==> src/rtl/bcd_pkg.sv <==
// Shared types and constants for the sequential binary-to-BCD converter.
package bcd_pkg;

    localparam int BCD_W = 4;

    typedef enum logic [1:0] {
        IDLE,
        SHIFT,
        DONE
    } state_e;

    // Double-dabble correction for one digit: a digit of 5 or more would
    // carry past 9 when doubled, so pre-bias it by 3.
    function automatic logic [BCD_W-1:0] dabble_digit(input logic [BCD_W-1:0] d);
        return (d >= BCD_W'(5)) ? d + BCD_W'(3) : d;
    endfunction

endpackage

==> src/rtl/bcd_dabble_step.sv <==
// Combinational add-3 correction applied to every digit of the BCD register.
module bcd_dabble_step
    import bcd_pkg::*;
#(
    parameter int DIGITS = 5
) (
    input  logic [DIGITS*BCD_W-1:0] bcd_i,
    output logic [DIGITS*BCD_W-1:0] bcd_o
);

    always_comb begin
        // NOTE: give every always_comb output a default first so no path leaves it unassigned (no latch).
        bcd_o = '0;
        for (int i = 0; i < DIGITS; i++) begin
            bcd_o[i*BCD_W +: BCD_W] = dabble_digit(bcd_i[i*BCD_W +: BCD_W]);
        end
    end

endmodule

==> src/rtl/bin_to_bcd_seq.sv <==
// Sequential double-dabble binary-to-BCD converter, one bit per cycle, ready/valid on both sides.
// Define BCD_SIGNED_EN to treat in_bin as two's complement (magnitude + out_sign).
module bin_to_bcd_seq
    import bcd_pkg::*;
#(
    parameter int BIN_W  = 16,
    parameter int DIGITS = 5
) (
    input  logic                    clk,
    input  logic                    rst_n,
    input  logic                    in_valid,
    output logic                    in_ready,
    input  logic [BIN_W-1:0]        in_bin,
    output logic                    out_valid,
    input  logic                    out_ready,
    output logic [DIGITS*BCD_W-1:0] out_bcd,
    output logic                    out_ovf,
    output logic                    out_sign
);

    localparam int CNT_W    = $clog2(BIN_W + 1);
    localparam int BCD_BITS = DIGITS * BCD_W;

    state_e              state_q;
    logic [CNT_W-1:0]    cnt_q;
    logic [BIN_W-1:0]    bin_q;
    logic [BCD_BITS-1:0] bcd_q;
    logic                ovf_q;
    logic                out_valid_q;
    logic [BCD_BITS-1:0] out_bcd_q;
    logic                out_ovf_q;

    logic [BIN_W-1:0]    operand_d;
    logic [BCD_BITS-1:0] bcd_corr;
    logic [BCD_BITS-1:0] bcd_d;
    logic [BIN_W-1:0]    bin_d;
    logic                ovf_d;

    bcd_dabble_step #(.DIGITS(DIGITS)) u_dabble (
        .bcd_i(bcd_q),
        .bcd_o(bcd_corr)
    );

    // Shift {corrected digits, operand} left by one; the bit leaving the top digit is overflow.
    assign bcd_d = {bcd_corr[BCD_BITS-2:0], bin_q[BIN_W-1]};
    assign bin_d = {bin_q[BIN_W-2:0], 1'b0};
    assign ovf_d = ovf_q | bcd_corr[BCD_BITS-1];

`ifdef BCD_SIGNED_EN
    logic sign_q;
    logic out_sign_q;

    // Negating the most negative value wraps to itself, which read unsigned is 2^(BIN_W-1).
    assign operand_d = in_bin[BIN_W-1] ? (~in_bin + BIN_W'(1)) : in_bin;
    assign out_sign  = out_sign_q;
`else
    assign operand_d = in_bin;
    assign out_sign  = 1'b0;
`endif

    always_ff @(posedge clk) begin
        // NOTE: sequential state uses non-blocking assignments so every register sees pre-edge values.
        if (!rst_n) begin
            state_q     <= IDLE;
            cnt_q       <= '0;
            bin_q       <= '0;
            bcd_q       <= '0;
            ovf_q       <= 1'b0;
            out_valid_q <= 1'b0;
            out_bcd_q   <= '0;
            out_ovf_q   <= 1'b0;
`ifdef BCD_SIGNED_EN
            sign_q      <= 1'b0;
            out_sign_q  <= 1'b0;
`endif
        end else begin
            case (state_q)
                IDLE: begin
                    if (in_valid) begin
                        bin_q   <= operand_d;
                        bcd_q   <= '0;
                        ovf_q   <= 1'b0;
                        cnt_q   <= CNT_W'(BIN_W);
                        state_q <= SHIFT;
`ifdef BCD_SIGNED_EN
                        sign_q  <= in_bin[BIN_W-1];
`endif
                    end
                end
                SHIFT: begin
                    bcd_q <= bcd_d;
                    bin_q <= bin_d;
                    ovf_q <= ovf_d;
                    cnt_q <= cnt_q - CNT_W'(1);
                    if (cnt_q == CNT_W'(1)) begin
                        state_q     <= DONE;
                        out_valid_q <= 1'b1;
                        out_bcd_q   <= bcd_d;
                        out_ovf_q   <= ovf_d;
`ifdef BCD_SIGNED_EN
                        out_sign_q  <= sign_q;
`endif
                    end
                end
                DONE: begin
                    if (out_ready) begin
                        state_q     <= IDLE;
                        out_valid_q <= 1'b0;
                    end
                end
                default: state_q <= IDLE;
            endcase
        end
    end

    assign in_ready  = (state_q == IDLE);
    assign out_valid = out_valid_q;
    assign out_bcd   = out_bcd_q;
    assign out_ovf   = out_ovf_q;

endmodule

==> config.mk <==
export PLATFORM = sky130hd
export DESIGN_NAME = bin_to_bcd_seq
export DESIGN_NICKNAME = d
export VERILOG_FILES = /design/src/rtl/bcd_pkg.sv /design/src/rtl/bcd_dabble_step.sv /design/src/rtl/bin_to_bcd_seq.sv
export SDC_FILE = /design/constraint.sdc
export NUM_CORES = 1
export LEC_CHECK = 0
export CORE_MARGIN = 2
export CORE_UTILIZATION = 51
export CTS_BUF_LIST = sky130_fd_sc_hd__clkbuf_4 sky130_fd_sc_hd__clkbuf_8
export DETAILED_ROUTE_END_ITERATION = 8
export PLACE_DENSITY = 0.79
export SYNTH_ARGS = -nofsm -noshare
export SYNTH_HDL_FRONTEND = slang
export SYNTH_HIERARCHICAL = 1
export SYNTH_SLANG_ARGS = --single-unit
==> constraint.sdc <==
create_clock -name clk -period 1.25 [get_ports clk]
set_input_delay 0.125 -clock clk [delete_from_list [all_inputs] [get_ports clk]]
set_output_delay 0.125 -clock clk [all_outputs]
set_load 0.01 [all_outputs]
==> metrics.csv, run 1 <==
metric;value;unit
syn_area_per_cell;8.55;sq um
antenna_found_initial;0;
ys_top_cells_by_area;dfxtp_1 (40%), mux2i_1 (8.2%), nand2_1 (7.1%), nor2b_1 (5.5%), a22oi_1 (5.0%);
post-route-period-util;125;%
power.switching;0.00122;W
p_leak;1.91;nW
wirelength;9090;um
row_count;29;
cts_buffers;9;
synth-main-ff-cell;dfxtp_1;
fillCellCount;407;
cts-root-buf;clkbuf_8;
die_y;84.3;um
routedWlPerCell;16.4;um
via_count;3112;
hold_viol_final;0;
fin_ws;-313;ps
via_per_inst;5.61;
status;finished, violations left;
die_area;0.00711;sq mm
ys_warn_count;6;
failed_checks;negative setup slack;
die_x;84.3;um
synthesis.nets;417;
maxSlewViolCount;0;
synth_top_cell_by_area;dfxtp_1;
yosys-top-cells-count;dfxtp_1 (66), nand2_1 (62), nor2b_1 (29);
cp.buffers_inverters;1;
syn_to_final_growth;48.8;%
internal_power;0.00360;W
place_hpwl;5280;um
gp_congestion;0.846;
cap_violations;0;
synth_edf_count;0;
skew;12.5;ps
layout.area.seq;0.00135;sq mm
critPathCaptureType;flip-flop;
nets;506;
p_seq_share;46.1;%
crit_type;flip-flop to flip-flop;
cts_tree;built;
ir_worst_vdd;0.723;mV
period_minus_slack;1560;ps
worst_ep_required_time;1530;ps
slowest_stage;dfxtp_2;
post_dp_cell_area;0.00416;sq mm
h-tree-depth;3;
drc;0;
power;0.00482;W
cts.sinks;66;
share_comb_of_total_power;14.0;%
drt.antenna.violating_nets;0;
final_util;77.6;%
start_util;52.1;%
setup_tns;-5220;ps
insertedDiodeCount;0;
critPathArrivalTime;1840;ps
synth_seq_area_share;40.1;%
clk_pin_slew;80;ps
drive_gt1_share;36.2;%
crit_fanout;3;
rsz0062_at_grt;true;
p_clk_share;39.9;%
grt_overflow;0;
synthDistinctLibCells;37;
grt_pass1_vias;3071;
core-area;0.00631;sq mm
numPortBuffers;42;
multiInputGateArea;0.00224;sq mm
cpLargestDelayFamily;flip-flops;
synth_top_area_share;40.1;%
synth.most_common_cell;dfxtp_1;
synth_area;0.00329;sq mm
path_cells;inv_4, ha_4, nand2b_4, a21oi_4, mux2i_4, a22oi_2, nor2b_1;
setup-violations-final;38;
final_area;0.00490;sq mm
grt_usage;24.0;%
hold_path_class;input port to flip-flop;
worstSkewPairLatency;360;ps
drtPass1Iterations;5;
grt_max_degree;27;
synth-seq-cells;66;
grt_pass1_wl;13800;um
async_flop_share;0;%
p_sw_share;25.3;%
drt-initial-drc-count;154;
fmax;640;MHz
io-pin-count;44;
start_kind;flip-flop;
cp_slowest_stage_delay;350;ps
clk_path_buf_depth;2;
hold_ws;187;ps
p_per_area;984;mW/mm^2
postSynthCellCount;385;
layout make-up:
cell class	instances	area share [%]
multi-input combinational	277	45.7
sequential	66	27.6
timing repair buffer	105	18.9
clock buffer	13	3.53
tap	77	1.97
inverter	15	1.51
clock inverter	2	0.715
registers in the layout, summed over array words and instances, names as in the netlist:
name and count:
bcd_q 20, out_ovf 1, state_q 2, out_bcd 20
bin_q 16, cnt_q 5, ovf_q 1, out_valid 1
layout by cell type (no fill, tap or decap), types with 16 or more instances in the layout:
| cell type | Yosys | routed |
|---|---|---|
| dfxtp_1 | 66 | 50 |
| dlygate4sd2_1 | 0 | 22 |
| buf_4 | 3 | 49 |
| a21oi_1 | 16 | 16 |
| nor2b_1 | 29 | 26 |
| nand2b_1 | 26 | 19 |
| mux2i_1 | 27 | 22 |
| o21ai_0 | 24 | 19 |
| nand2_1 | 62 | 58 |
| clkdlybuf4s50_1 | 0 | 17 |
layer usage:
metal / track usage (%) / part of all wire [%] / up-vias
li1: - / - / 1491
met1: 29.1 / 42 / 1485
met2: 41.1 / 51 / 113
met3: 5.11 / 5.2 / 23
met4: 10.2 / 2.2 / 0
met5: 0 / 0 / -
stage by stage:
| stage | std cells | setup slack (ps) |
|---|---|---|
| final | 555 | -313 |
| after detailed placement | 525 | -269 |
| after CTS | 546 | -188 |
| after floorplan | 385 | -81.4 |
| after global placement | 525 | -161 |
| after global routing | 555 | -337 |
power groups by stage:
stage / Combinational (W) / Sequential, W / Clock [W]
after detailed placement: 0.000590 / 0.00227 / 0
after CTS: 0.000621 / 0.00222 / 0.00191
after global placement: 0.000568 / 0.00227 / 0
after global routing: 0.000727 / 0.00223 / 0.00204
after floorplan: 0.000363 / 0.00227 / 0
final: 0.000675 / 0.00222 / 0.00192
logic make-up (layout without fill, tap and decap cells):
kind of cell	count (synthesis)	count (layout)	synth area share, %
buffers and inverters	42	135	6.16
and+or+nand+nor	137	137	20.9
AOI/OAI and AO/OA	95	95	18.6
xor gates and xnor gates	5	5	1.33
muxes	27	27	8.21
other	1	1	0.114
adders and majority gates	12	12	4.56
DFF	66	66	40.1
worst register-to-register path, stage by stage, from the launching register on:
cell      delay, ps
dfxtp_2         350
inv_4            50
ha_4            150
nand2b_4        150
a21oi_4         210
mux2i_4         300
a22oi_2         100
nor2b_1         170
what timing repair did:
item | CTS | global route
cloned | 0 | 1
setup buffers | 7 | 8
setup endpoints to repair | 67 | 53
pin swaps | 19 | 25
hold buffers | 0 | 0
resized for setup | 70 | 64
worst paths after layout:
check                           slack, ps     endpoint  cells after the start        start
worst max-delay path                 -310     bcd_q[6]                      7     bcd_q[5]
worst min-delay path                  190  out_bcd[11]                      3        rst_n
worst max register to register       -310     bcd_q[6]                      7     bcd_q[5]
worst min register to register        450  out_bcd[11]                      2  out_bcd[11]
No activity file was read; power rests on OpenSTA's default activity.
==> run 2: changes to the inputs <==
--- a/config.mk
+++ b/config.mk
@@ -12,5 +12,4 @@
 export PLACE_DENSITY = 0.79
 export SYNTH_ARGS = -nofsm -noshare
 export SYNTH_HDL_FRONTEND = slang
-export SYNTH_HIERARCHICAL = 1
 export SYNTH_SLANG_ARGS = --single-unit
==> metrics.csv, run 2 <==
metric;value;unit;change
fillCellCount;305;;-25%
die_x;81.9;um;-2.9%
via_per_inst;6.12;;+9.2%
synth_seq_area_share;42.7;%;+2.6 points
worst_ep_required_time;1540;ps;about the same
p_leak;1.98;nW;+3.8%
cts-root-buf;clkbuf_8;;
cap_violations;0;;unchanged
path_cells;inv_2, ha_4, or4b_4, nor2_8, buf_4, nand2_4, o22ai_1;;
synth-main-ff-cell;dfxtp_1;;
worstSkewPairLatency;370;ps;about the same
die_y;81.9;um;-2.9%
drive_gt1_share;42.3;%;+6.1 points
start_util;52.6;%;+0.43 points
final_common_cell;buf_4;;
insertedDiodeCount;0;;unchanged
h-tree-depth;3;;unchanged
synth_top_cell_by_area;dfxtp_1;;
p_per_area;1030;mW/mm^2;+4.4%
grt_pass1_wl;14500;um;+4.7%
slowest_stage;or4b_4;;
via_count;3442;;+11%
drc;0;;unchanged
grt_overflow;0;;unchanged
period_minus_slack;1730;ps;+171 ps
syn_area_per_cell;8.16;sq um;-4.5%
drtPass1Iterations;5;;unchanged
layout_common_cells;buf_4 (53), dfxtp_1 (50), nand2_1 (44);;
grt_usage;28.7;%;+4.8 points
power;0.00518;W;+7.6%
critPathArrivalTime;2030;ps;+190 ps
gp_congestion;0.862;;+1.9%
crit_fanout;7;;+4
crit_type;flip-flop to flip-flop;;
postSynthCellCount;379;;-1.6%
syn_to_final_growth;63.0;%;
dp.cells;531;;+1.1%
nets;514;;+1.6%
fmax;577;MHz;-9.9%
hold_viol_final;0;;unchanged
synth-seq-cells;66;;unchanged
cts_buffers;9;;unchanged
rsz0062_at_grt;true;;
synth_top_area_share;42.7;%;+2.6 points
fin_ws;-483;ps;-171 ps
post-route-period-util;139;%;+14 points
synth.most_common_cell;dfxtp_1;;
status;finished, violations left;;
antenna_found_initial;0;;unchanged
setup-violations-final;41;;+7.9%
layout.area.seq;0.00136;sq mm;+0.18%
cp_slowest_stage_delay;500;ps;+150 ps
start_kind;flip-flop;;
synth_area;0.00309;sq mm;-6.0%
place_hpwl;5570;um;+5.5%
skew;11.0;ps;-1.43 ps
cts_tree;built;;
core-area;0.00589;sq mm;-6.8%
critPathCaptureType;flip-flop;;
yosys-top-cells-count;dfxtp_1 (66), o21ai_0 (46), a21oi_1 (45);;
hold_path_class;input port to flip-flop;;
async_flop_share;0;%;unchanged
io-pin-count;44;;unchanged
hold_depth;4;;+1
maxSlewViolCount;0;;unchanged
clk_pin_slew;90;ps;about the same
grt_max_degree;21;;-22%
cts.sinks;66;;unchanged
ir_worst_vdd;0.836;mV;+16%
synthDistinctLibCells;35;;-5.4%
row_count;28;;-3.4%
failed_checks;negative setup slack;;
drt.antenna.violating_nets;0;;unchanged
layoutNonFillerInstCount;562;;+1.3%
multiInputGateArea;0.00219;sq mm;-2.0%
routedWlPerCell;20.8;um;+27%
numPortBuffers;42;;unchanged
synth_edf_count;0;;unchanged
synthesis.nets;411;;-1.4%
drt-initial-drc-count;223;;+45%
grt_pass1_vias;3217;;+4.8%
r2r_cells;7;;unchanged
ys_warn_count;0;;-6
clk_path_buf_depth;2;;unchanged
die_area;0.00671;sq mm;-5.7%
ys_top_cells_by_area;dfxtp_1 (43%), o21ai_0 (7.4%), a21oi_1 (7.3%), nand2_1 (5.3%), ha_1 (4.9%);;
wirelength;11700;um;+29%
[run 2: changes by cell type in the layout (fill, tap and decap cells not counted), sizes merged, moves of 8 or more]
cell / change
mux2i: -25
o221ai: +15
o21ai: +17
nand2b: -17
nand2: -16
nor2b: -28
buf: +9
o31ai: -15
o22ai: +11
a22oi: -20
a21oi: +24
nor2: +29
nor3b: +8
[run 2: through the flow]
stage	utilization, %	setup WS [ps]	hold WS (ps)	setup TNS [ps]	instance area, sq um
after floorplan	-	-289	307	-6670	3320
after global placement	71.5	-399	454	-12200	4210
after detailed placement	71.5	-469	457	-14120	4210
after CTS	79.4	-413	464	-10310	4670
after global routing	85.7	-531	501	-13890	5040
final	85.7	-483	457	-11710	5040
[run 2: cell type report]
type / instances / share of cell area [%]
clock buffers: 11 / 2.88
clock inverters: 5 / 1.54
inverters: 15 / 1.54
multi-input cells: 273 / 43.5
flip-flops and latches: 66 / 26.9
well taps: 75 / 1.86
repair buffers: 117 / 21.8
[run 2: path summary, 6_finish.rpt]
kind              startpoint          end  slack [ps]
hold / removal     out_ready    out_valid         460
setup / recovery    cnt_q[1]  out_bcd[13]        -480
hold reg to reg    out_valid    out_valid         470
setup reg to reg    cnt_q[1]  out_bcd[13]        -480
[run 2: layer usage]
layer | track usage, % | up-vias | share of wire, %
met1 | 33.0 | 1643 | 38
met2 | 49.4 | 198 | 50
li1 | - | 1549 | -
met5 | 0 | - | 0
met3 | 6.26 | 52 | 7.4
met4 | 15.5 | 0 | 4.0
[run 2: critical path, delay by kind of cell, from the launching register on]
kind,cells,cell delay (ps)
simple gates,3,790
flops,1,330
buf+inv,2,240
compound gates,1,190
fa+ha+maj,1,110
[run 2: timing repair]
action                     CTS  global route
gates resized for setup     72            84
setup endpoints to repair   85            53
gates cloned                 1             2
pin swaps                   10            21
hold buffers                 0             0
setup buffers                9             8
[run 2: kinds of logic after synthesis]
logic type,Yosys count,synth area share (%)
compound gates,131,25.2
simple gates,116,17.6
flops,66,42.7
other cells,1,0.121
xor+xnor,5,1.42
fa+ha+maj,12,4.85
mux,7,2.47
buf+inv,41,5.66
[run 2: power breakdown]
part,total (W),internal (W),switching [W]
sequential,0.00226,0.00218,0.0000786
clock,0.00214,0.00119,0.000950
combinational,0.000778,0.000373,0.000405
==> run 3: changes to the inputs <==
--- a/config.mk
+++ b/config.mk
@@ -5,8 +5,10 @@
 export SDC_FILE = /design/constraint.sdc
 export NUM_CORES = 1
 export LEC_CHECK = 0
+export CELL_PAD_IN_SITES_DETAIL_PLACEMENT = 0
+export CELL_PAD_IN_SITES_GLOBAL_PLACEMENT = 2
 export CORE_MARGIN = 2
-export CORE_UTILIZATION = 51
+export CORE_UTILIZATION = 30
 export CTS_BUF_LIST = sky130_fd_sc_hd__clkbuf_4 sky130_fd_sc_hd__clkbuf_8
 export DETAILED_ROUTE_END_ITERATION = 8
 export PLACE_DENSITY = 0.79
==> metrics.csv, run 3 (synthesis results as in run 2) <==
metric;value;unit;change
status;finished, violations left;;
failed_checks;negative setup slack;;
r2r_start;cnt_q[1];;
io-pin-count;44;;unchanged
hold_path_class;flip-flop to flip-flop;;
worst_ep_required_time;1520;ps;-20 ps
share_comb_of_total_power;15.6;%;+0.6 points
p_clk_share;35.2;%;-6.2 points
via_per_inst;4.84;;-21%
grtUsageMet3;4.45;%;-1.8 points
place_hpwl;5920;um;+6.3%
drive_gt1_share;41.4;%;-0.91 points
drc;0;;unchanged
skew;5.09;ps;-5.96 ps
p_sw_share;25.9;%;-1.8 points
rsz0062_at_grt;true;;
cts.sinks;66;;unchanged
grt_pass1_wl;14600;um;+0.95%
grt_usage;16.3;%;-12 points
drt.antenna.violating_nets;0;;unchanged
gp_congestion;0.748;;-13%
cts_tree;built;;
cap_violations;0;;unchanged
critPathCaptureType;flip-flop;;
via_count;3022;;-12%
start_kind;flip-flop;;
reg2reg_setup_slack;-390;ps;+90 ps
grt_overflow;0;;unchanged
endpoint;out_bcd[8];;
post-route-period-util;132;%;-7.2 points
numPortBuffers;42;;unchanged
syn_to_final_growth;62.6;%;
critPathArrivalTime;1920;ps;-110 ps
p_per_area;909;mW/mm^2;-12%
crit_path_start;cnt_q[1];;
antenna_found_initial;0;;unchanged
grt_use_met2;27.0;%;-22 points
die_x;106;um;+29%
crit_fanout;7;;unchanged
post_dp_cell_area;0.00431;sq mm;+2.3%
multiInputGateArea;0.00216;sq mm;-1.6%
core-area;0.0102;sq mm;+73%
die_area;0.0111;sq mm;+66%
internal_power;0.00339;W;-9.6%
slowest_stage;or4b_4;;
power.switching;0.00118;W;-17%
worst_path_most_repeated_cell;buf_12;;
period_minus_slack;1640;ps;-89.5 ps
die_y;106;um;+29%
layout_common_cells;buf_4 (60), dfxtp_1 (50), nand2_1 (44);;
layout.area.seq;0.00136;sq mm;unchanged
insertedDiodeCount;0;;unchanged
top_usage_layer;met2;;
clk_pin_slew;70;ps;-20 ps
h-tree-depth;3;;unchanged
hold_ws;472;ps;+14.4 ps
final_common_cell;buf_4;;
p_seq_share;49.2;%;+5.6 points
r2r_cells;8;;+1
worstSkewPairLatency;340;ps;-30 ps
hold_viol_final;0;;unchanged
crit_type;flip-flop to flip-flop;;
fmax;608;MHz;+5.4%
grt_max_degree;22;;+4.8%
fin_ws;-394;ps;+89.5 ps
r2r-end;out_bcd[8];;
drt-initial-drc-count;115;;-48%
grt_pass1_vias;2973;;-7.6%
cts_buffers;9;;unchanged
wirelength;8830;um;-25%
path_cells;inv_2, ha_4, or4b_4, nor2_8, buf_12, buf_12, o21ai_0, a21oi_1;;
fillCellCount;973;;+220%
cp_slowest_stage_delay;500;ps;about the same
final_area;0.00503;sq mm;-0.22%
row_count;37;;+32%
holdBufCountCts;0;;unchanged
nets;517;;+0.58%
maxSlewViolCount;0;;unchanged
clk_path_buf_depth;2;;unchanged
start_util;30.4;%;-22 points
p_leak;1.96;nW;-0.97%
routedWlPerCell;14.1;um;-32%
setup-violations-final;33;;-20%
grt_use_met1;21.1;%;-12 points
cts-root-buf;clkbuf_8;;
ir_worst_vdd;0.471;mV;-44%
drtPass1Iterations;4;;-1
==> run 3: cell type report <==
type / count / area share (%)
inverters: 15 / 1.37
multi-input cells: 272 / 42.9
flip-flops and latches: 66 / 27.0
clock buffers: 14 / 3.33
well taps: 136 / 3.38
repair buffers: 121 / 22.1
==> run 3: power by group through the flow <==
| stage | Clock, W | Combinational [W] | Sequential (W) |
|---|---|---|---|
| finish | 0.00161 | 0.000715 | 0.00225 |
| global route | 0.00175 | 0.000792 | 0.00226 |
| CTS | 0.00166 | 0.000676 | 0.00226 |
| detailed placement | 0 | 0.000634 | 0.00230 |
| global placement | 0 | 0.000630 | 0.00230 |
| floorplan | 0 | 0.000342 | 0.00229 |
==> run 3: layer usage <==
metal  vias to the layer above  routed length [um]
li1                       1544                   -
met1                      1430                4120
met2                        38                4310
met3                        10                 279
met4                         0                 116
met5                         -                   0
==> run 3: how the worst min path moves through the flow <==
stage                    start         end  cells past startpoint
detailed placement  out_bcd[9]  out_bcd[9]                      2
floorplan            out_ready  state_q[1]                      3
finish              out_bcd[5]  out_bcd[5]                      2
CTS                 out_bcd[9]  out_bcd[9]                      2
global placement    out_bcd[9]  out_bcd[9]                      2
global route        out_bcd[6]  out_bcd[6]                      2
==> run 3: repair_timing <==
| action | 4_1_cts | 5_1_grt |
|---|---|---|
| resized for setup | 81 | 63 |
| cloned | 0 | 1 |
| setup endpoints to repair | 67 | 50 |
| pin swaps | 15 | 19 |
| buffers inserted | 9 | 7 |
==> run 3: through the flow <==
stage                     worst slack, ps  power [W]  std cells  TNS (ps)  utilization (%)
after floorplan                      -289    0.00264        379     -6670                -
after global placement               -395    0.00293        595    -13200             42.3
after detailed placement             -430    0.00294        595    -13720             42.3
after CTS                            -387    0.00459        618     -8280             46.3
after global routing                 -473    0.00480        624    -11500             49.4
final                                -394    0.00457        624     -8870             49.4
==> run 3: critical path: cells and delay by family (launching register included) <==
family | cells | cell delay, ps
buffers and inverters | 3 | 310
adder cells (fa/ha/maj) | 1 | 110
AO/OA/AOI/OAI | 2 | 180
AND/OR/NAND/NOR | 2 | 670
flip-flops | 1 | 320
